==> src/rtl/patch_cache_sequencer.sv <==
// Patching-cache sequencer: writes an M-element block into the cache one element per cycle and replays it as indexed read sweeps.
// Optional build macro PATCH_SEQ_AUTOREAD_EN chains one read sweep directly after every block load.
module patch_cache_sequencer #(
  parameter int N      = 16,
  parameter int M      = 4,
  parameter int ADDR_W = 21,
  localparam int IW    = $clog2(M)
) (
  input  logic              clk,
  input  logic              reset,
  input  logic              blk_valid,
  input  logic [N-1:0]      blk_data [M],
  output logic              blk_ready,
  input  logic              start_read,
  input  logic              cache_error,
  output logic              request,
  output logic              read_write,
  output logic [ADDR_W-1:0] address,
  output logic [IW-1:0]     index,
  output logic              store_enable,
  output logic [N-1:0]      activation_in,
  output logic              loaded,
  output logic              read_busy,
  output logic [15:0]       blk_count,
  output logic              error_flag
);

  typedef enum logic [1:0] {S_IDLE, S_LOAD, S_LOADED, S_READ} state_t;

  localparam logic [IW-1:0] IDX_LAST = IW'(M - 1);

  state_t        state;
  logic [IW-1:0] idx;
  logic [N-1:0]  blk_buf [M];

  always_ff @(posedge clk or posedge reset) begin
    if (reset) begin
      state      <= S_IDLE;
      idx        <= '0;
      blk_count  <= '0;
      error_flag <= 1'b0;
      loaded     <= 1'b0;
      for (int i = 0; i < M; i++) blk_buf[i] <= '0;
    end else if (request && cache_error) begin
      // A cache error aborts any access in flight, including the counting cycle.
      error_flag <= 1'b1;
      state      <= S_IDLE;
      idx        <= '0;
      loaded     <= 1'b0;
    end else begin
      case (state)
        S_IDLE: begin
          if (blk_valid) begin
            blk_buf <= blk_data;
            idx     <= '0;
            state   <= S_LOAD;
          end
        end
        S_LOAD: begin
          if (idx == IDX_LAST) begin
            idx       <= '0;
            blk_count <= blk_count + 16'd1;
            loaded    <= 1'b1;
`ifdef PATCH_SEQ_AUTOREAD_EN
            state     <= S_READ;
`else
            state     <= S_LOADED;
`endif
          end else begin
            idx <= idx + 1'b1;
          end
        end
        S_LOADED: begin
          // start_read has priority; blk_ready is held low so no block is lost.
          if (start_read) begin
            idx   <= '0;
            state <= S_READ;
          end else if (blk_valid) begin
            blk_buf <= blk_data;
            idx     <= '0;
            loaded  <= 1'b0;
            state   <= S_LOAD;
          end
        end
        S_READ: begin
          if (idx == IDX_LAST) begin
            idx   <= '0;
            state <= S_LOADED;
          end else begin
            idx <= idx + 1'b1;
          end
        end
        default: begin
          state <= S_IDLE;
          idx   <= '0;
        end
      endcase
    end
  end

  assign request       = (state == S_LOAD) || (state == S_READ);
  assign read_write    = (state == S_READ);
  assign store_enable  = (state == S_LOAD);
  assign read_busy     = (state == S_READ);
  assign index         = idx;
  assign address       = ADDR_W'(idx);
  assign activation_in = (state == S_LOAD) ? blk_buf[idx] : '0;
  assign blk_ready     = (state == S_IDLE) || ((state == S_LOADED) && !start_read);

endmodule

==> config.mk <==
export PLATFORM = sky130hd
export DESIGN_NAME = patch_cache_sequencer
export DESIGN_NICKNAME = d
export VERILOG_FILES = /design/src/rtl/patch_cache_sequencer.sv
export SDC_FILE = /design/constraint.sdc
export NUM_CORES = 1
export LEC_CHECK = 0
export CAP_MARGIN = 20
export CORE_MARGIN = 3
export CORE_UTILIZATION = 35
export DETAILED_ROUTE_END_ITERATION = 10
export GPL_TIMING_DRIVEN = 0
export HOLD_SLACK_MARGIN = 0.03
export PLACE_DENSITY = 0.62
export SYNTH_ARGS = -nofsm -noshare
export SYNTH_HDL_FRONTEND = slang
export SYNTH_SLANG_ARGS = --single-unit
==> constraint.sdc <==
create_clock -name clk -period 8.57 [get_ports clk]
set_input_delay 1.714 -clock clk [delete_from_list [all_inputs] [get_ports clk]]
set_output_delay 1.714 -clock clk [all_outputs]
set_load 0.05 [all_outputs]
---- Yosys cells after proc, flatten, opt, wreduce, memory -nomap -nowiden ----
Cells that the tools add are included.
storage, ports and cells
  logic and storage cells ................. 57
  register bits after elaboration ......... 86
  input port bits ......................... 69
  output and inout port bits .............. 62
operators by class
  $add $sub $neg .......................... 2
  bitwise logic cells ..................... 2
  order comparisons ....................... 1
  equal/unequal tests ..................... 9
  mux-type cells .......................... 22
  reductions and logical operators ........ 12
operator list
  kind                                                                    number
  64-bit 2-to-1 mux                                                       2
  64-bit case mux with 2 select lines                                     1
  16-bit 2-to-1 mux                                                       3
  16-bit binary-select mux with 2-bit select                              1
  16-bit by 1-bit adder with 16-bit output (second input constant)        1
  2-bit 2-to-1 mux                                                        8
  2-bit case mux with 3 select lines                                      2
  2-bit equality test (second input constant)                             3
  3-bit by 1-bit != test with 1-bit output (second input constant)        2
  3-bit != test (second input constant)                                   2
  3-bit AND reduction                                                     2
  1-bit 2-to-1 mux                                                        4
  4-bit AND reduction                                                     1
  3-bit >= comparator (second input constant)                             1
  2-bit inverter with 3-bit output                                        1
  3-bit nonzero test                                                      1
  2-bit by 1-bit adder with 2-bit output (second input constant)          1
  2-bit by 1-bit equality test with 1-bit output (second input constant)  1
  1-bit logical AND                                                       2
  2-bit logical NOT                                                       1
  1-bit logical OR                                                        2
  2-bit != test (second input constant)                                   1
  1-bit case mux with 2 select lines                                      1
  2-bit nonzero test                                                      1
  3 further kinds                                                         3

---- Depth between registers and ports, before layout ----
  depth after elaboration ................. 5
  depth in mapped cells ................... 6
  depth with buffers taken out ............ 5

---- Worst setup path before layout ----
OpenSTA, ideal clock, no wires.
  path kind ............................... input to output
  from .................................... input start_read
  to ...................................... output blk_ready
  path slack .............................. 4.299 ns
  cell stages on the path ................. 1
  required time ........................... 6.856 ns
  arrival ................................. 2.557 ns
  buffers on the path ..................... 0
  path through ............................ a21oi_1
on the way
  cells in the longest elaborated chain, start to end .. 3
ends and longest elaborated chain
  what                RTL line  RTL
  start: declaration  14        input logic start_read,
  1-bit logical NOT   108       assign blk_ready = (state == S_IDLE) || ((state == S_LOADED) && !start_read);
  1-bit logical AND   108
  1-bit logical OR    108
  end: declaration    13        output logic blk_ready,
No other way between the ends.

---- Worst setup path after layout ----
Same ends and word-level chain as after synthesis.

==> reports/qor.csv <==
stage,metric,value,unit
clocking,cts_root_buffer,clkbuf_16,
power,p_leak,2.48,nW
routing,route.detailed.drc,0,
floorplan,coreArea,11500,sq um
timing,maxSlewViolCount,0,
timing,final-setup-viol-count,0,
yosys,synth.top_cells.by_area,"dfrtp_1, mux2_2, mux4_2, buf_4, clkbuf_8",
placed_design,placed_cells,561,
setup_path,worstPathCellList,clkdlybuf4s50_1 -> a21oi_1 -> clkdlybuf4s50_1,
final_layout,drive_gt1_frac,0.323,
yosys,synth.most_common_cell,dfrtp_1,
setup_path,critical_path.slowest_cell,clkdlybuf4s50_1,
setup_path,cp_slowest_stage_delay,0.85,ns
floorplan,fp.dieH,115,um
final_layout,syn_to_final_growth,41.2,%
setup_path,cp-start-kind,input pin,
clocking,cts_max_level,3,
clocking,cts_made_buffers,9,
global_routing,overflow,0,
yosys,yosysTopAreaCell,dfrtp_1,
global_routing,antenna_found_initial,0,
yosys,ys_warn_count,0,
setup_path,critPathBufInv,2,
yosys,seq_area_frac_synth,0.521,
yosys,synthArstFlopShare,1.00,
clocking,cts_sinks,86,
status,status,"finished, final reports clean",
setup_path,critPathTopFamily,buffers and inverters,
setup_path,endpoint_kind,primary output,
routing,first_pass_iters,4,
yosys,netlist_area,4130,sq um
global_routing,grt_max_degree,60,
timing,hold_violations,0,
setup_path,crit_start,start_read,
setup_path,arrival,3.27,ns
clocking,cts_setup_buffers,0,
global_routing,grt_pass1_wl,15000,um
worst_hold_path,worstHoldStart,error_flag$_DFFE_PP0P_,
global_routing,grt_use_total,0.150,
yosys,synth.ff_latch_count,86,
setup_path,crit_path_frequent_cell,clkdlybuf4s50_1,
power,peakVddDrop,127,uV
yosys,post-synth-top-area-fraction,0.521,
timing,setup-tns-final,0,ns
yosys,yosysUniqueCellTypes,36,
clocking,cts_buffer_depth,2,
floorplan,start_util,0.360,
routing,drt_iter0_drc,82,
clocking,worst_skew_pair.late_latency,0.33,ns
clocking,cts_hold_buffers,0,
timing,worstMarginPinSlew,0.558,ns
floorplan,num_io_pins,131,
timing,rsz0062_at_grt,no,
yosys,synth_top_flop_cell,dfrtp_1,
final_layout,final_nets,500,
timing,slew_headroom,0.628,
placed_design,place.gp.congestion,0.751,
timing,fin_crit_sh,0.582,
setup_path,cp.required,6.86,ns
yosys,syn_inst,288,
final_layout,post-route-cell-area,5830,sq um
worst_hold_path,min_path_type,flop to flop,
power,p_total,1.42,mW
clocking,clk_pin_slew,0.06,ns
timing,skew,0.00469,ns
placed_design,port_buffers,111,
global_routing,grt_pass1_vias,2911,
flow_run,maxCapViolations,0,
timing,finalWorstSetupSlack,3.59,ns
clocking,tritoncts,done,
timing,max_freq,201,MHz
routing,wl,9260,um
routing,vias,2694,
yosys,yosys-top-cells-count,"dfrtp_1, mux2_2, buf_4",
floorplan,num_rows,39,
timing,fin_crit,4.98,ns
final_layout,antennaDiodeCount,0,
routing,ant_nets,0,
routing,viasPerCell,4.68,
placed_design,dpl-instance-area,5520,sq um
final_layout,instances_no_fill,576,
setup_path,critical_path_class,input pin to primary output,
yosys,synth_area_per_cell,14.3,sq um
floorplan,dieArea,13100,sq um
floorplan,die_x,115,um
placed_design,dp_slack,3.59,ns
placed_design,place_hpwl,6840,um
clocking,cts-resized-gates,0,
routing,wl_per_cell,16.1,um
power,powerDensity,244,nW/um^2
setup_path,critPathMaxFanout,3,
setup_path,reg2reg_from,index[0]$_DFF_PP0_,
yosys,synth_edf_count,0,
area by class of cell:
cell class                      instances  area [sq um]
Fill cell                            1040          5640
Multi-Input combinational cell        180          1720
Inverter                                3          13.8
Clock inverter                          6          87.6
Tap cell                              143           179
Sequential cell                        86          2150
Buffer                                 37           308
Timing Repair Buffer                  112          1140
Clock buffer                            9           225
through the flow:
step                hold WS (ns)  utilization
detailed placement         0.447        0.481
floorplan                  0.474            -
finish                     0.454        0.508
global route               0.494        0.508
CTS                        0.459        0.508
global placement           0.437        0.478
report_power, final:
| part | internal [mW] | total [mW] | leakage (nW) | switching (mW) |
|---|---|---|---|---|
| Sequential | 0.492 | 0.537 | 1.04 | 0.0447 |
| Clock | 0.253 | 0.408 | 0.155 | 0.154 |
| Combinational | 0.239 | 0.480 | 1.28 | 0.241 |
| Total | 0.985 | 1.42 | 2.48 | 0.440 |
path summary, 6_finish.rpt:
kind / to / cells after the start / slack (ns)
setup reg to reg: blk_count[15]$_DFFE_PP0P_ / 5 / 6.76
max in group asynchronous: blk_buf[52]$_DFFE_PP0P_ / 3 / 6.23
hold / removal: error_flag$_DFFE_PP0P_ / 1 / 0.45
hold reg to reg: error_flag$_DFFE_PP0P_ / 1 / 0.45
setup / recovery: blk_ready / 3 / 3.59
min in group asynchronous: blk_count[15]$_DFFE_PP0P_ / 2 / 1.73
placed cells by master (no fill, tap or decap), types with 2 or more instances in the layout:
cell type / Yosys / routed
buf_6: 2 / 2
conb_1: 1 / 19
o21ai_0: 4 / 4
nand2_1: 6 / 6
clkbuf_8: 6 / 6
clkbuf_1: 2 / 2
clkbuf_16: 0 / 9
buf_2: 3 / 3
inv_1: 3 / 2
nor2_2: 2 / 2
a21oi_1: 3 / 3
xnor2_1: 9 / 9
nor2_1: 4 / 4
clkinv_2: 0 / 2
nand3b_1: 4 / 4
mux2_2: 65 / 65
bufinv_16: 0 / 2
nor2b_1: 10 / 10
nand2b_1: 2 / 2
and2b_1: 7 / 7
nand3_1: 4 / 4
dfrtp_1: 86 / 86
nand4_1: 4 / 4
ha_1: 2 / 2
clkdlybuf4s50_1: 0 / 111
buf_4: 24 / 24
and4_1: 2 / 2
clkinv_4: 0 / 2
xor2_1: 6 / 6
mux4_2: 16 / 16
state kept, by name (all words and copies together), names as in the netlist:
signal / cells
blk_count: 16
error_flag: 1
index: 2
state: 2
blk_buf: 64
loaded: 1
cells by family after synthesis:
family | after synthesis | share of synthesized area
flip-flops | 86 | 0.521
multiplexers | 81 | 0.265
AND/OR/NAND/NOR | 53 | 0.0843
buffers and inverters | 40 | 0.0773
XOR/XNOR | 15 | 0.0318
AO/OA/AOI/OAI | 10 | 0.0136
adder cells (fa/ha/maj) | 2 | 0.00606
other | 1 | 0.000908
per-layer routing:
metal / up-vias / track usage / share of wire / wire, um
met5: - / 0 / 0 / 0
met4: 0 / 0.0420 / 0.010 / 93
met3: 8 / 0.0576 / 0.088 / 815
met2: 90 / 0.244 / 0.49 / 4510
met1: 1337 / 0.185 / 0.41 / 3840
li1: 1259 / - / - / -
No activity file was read; power rests on OpenSTA's default activity.
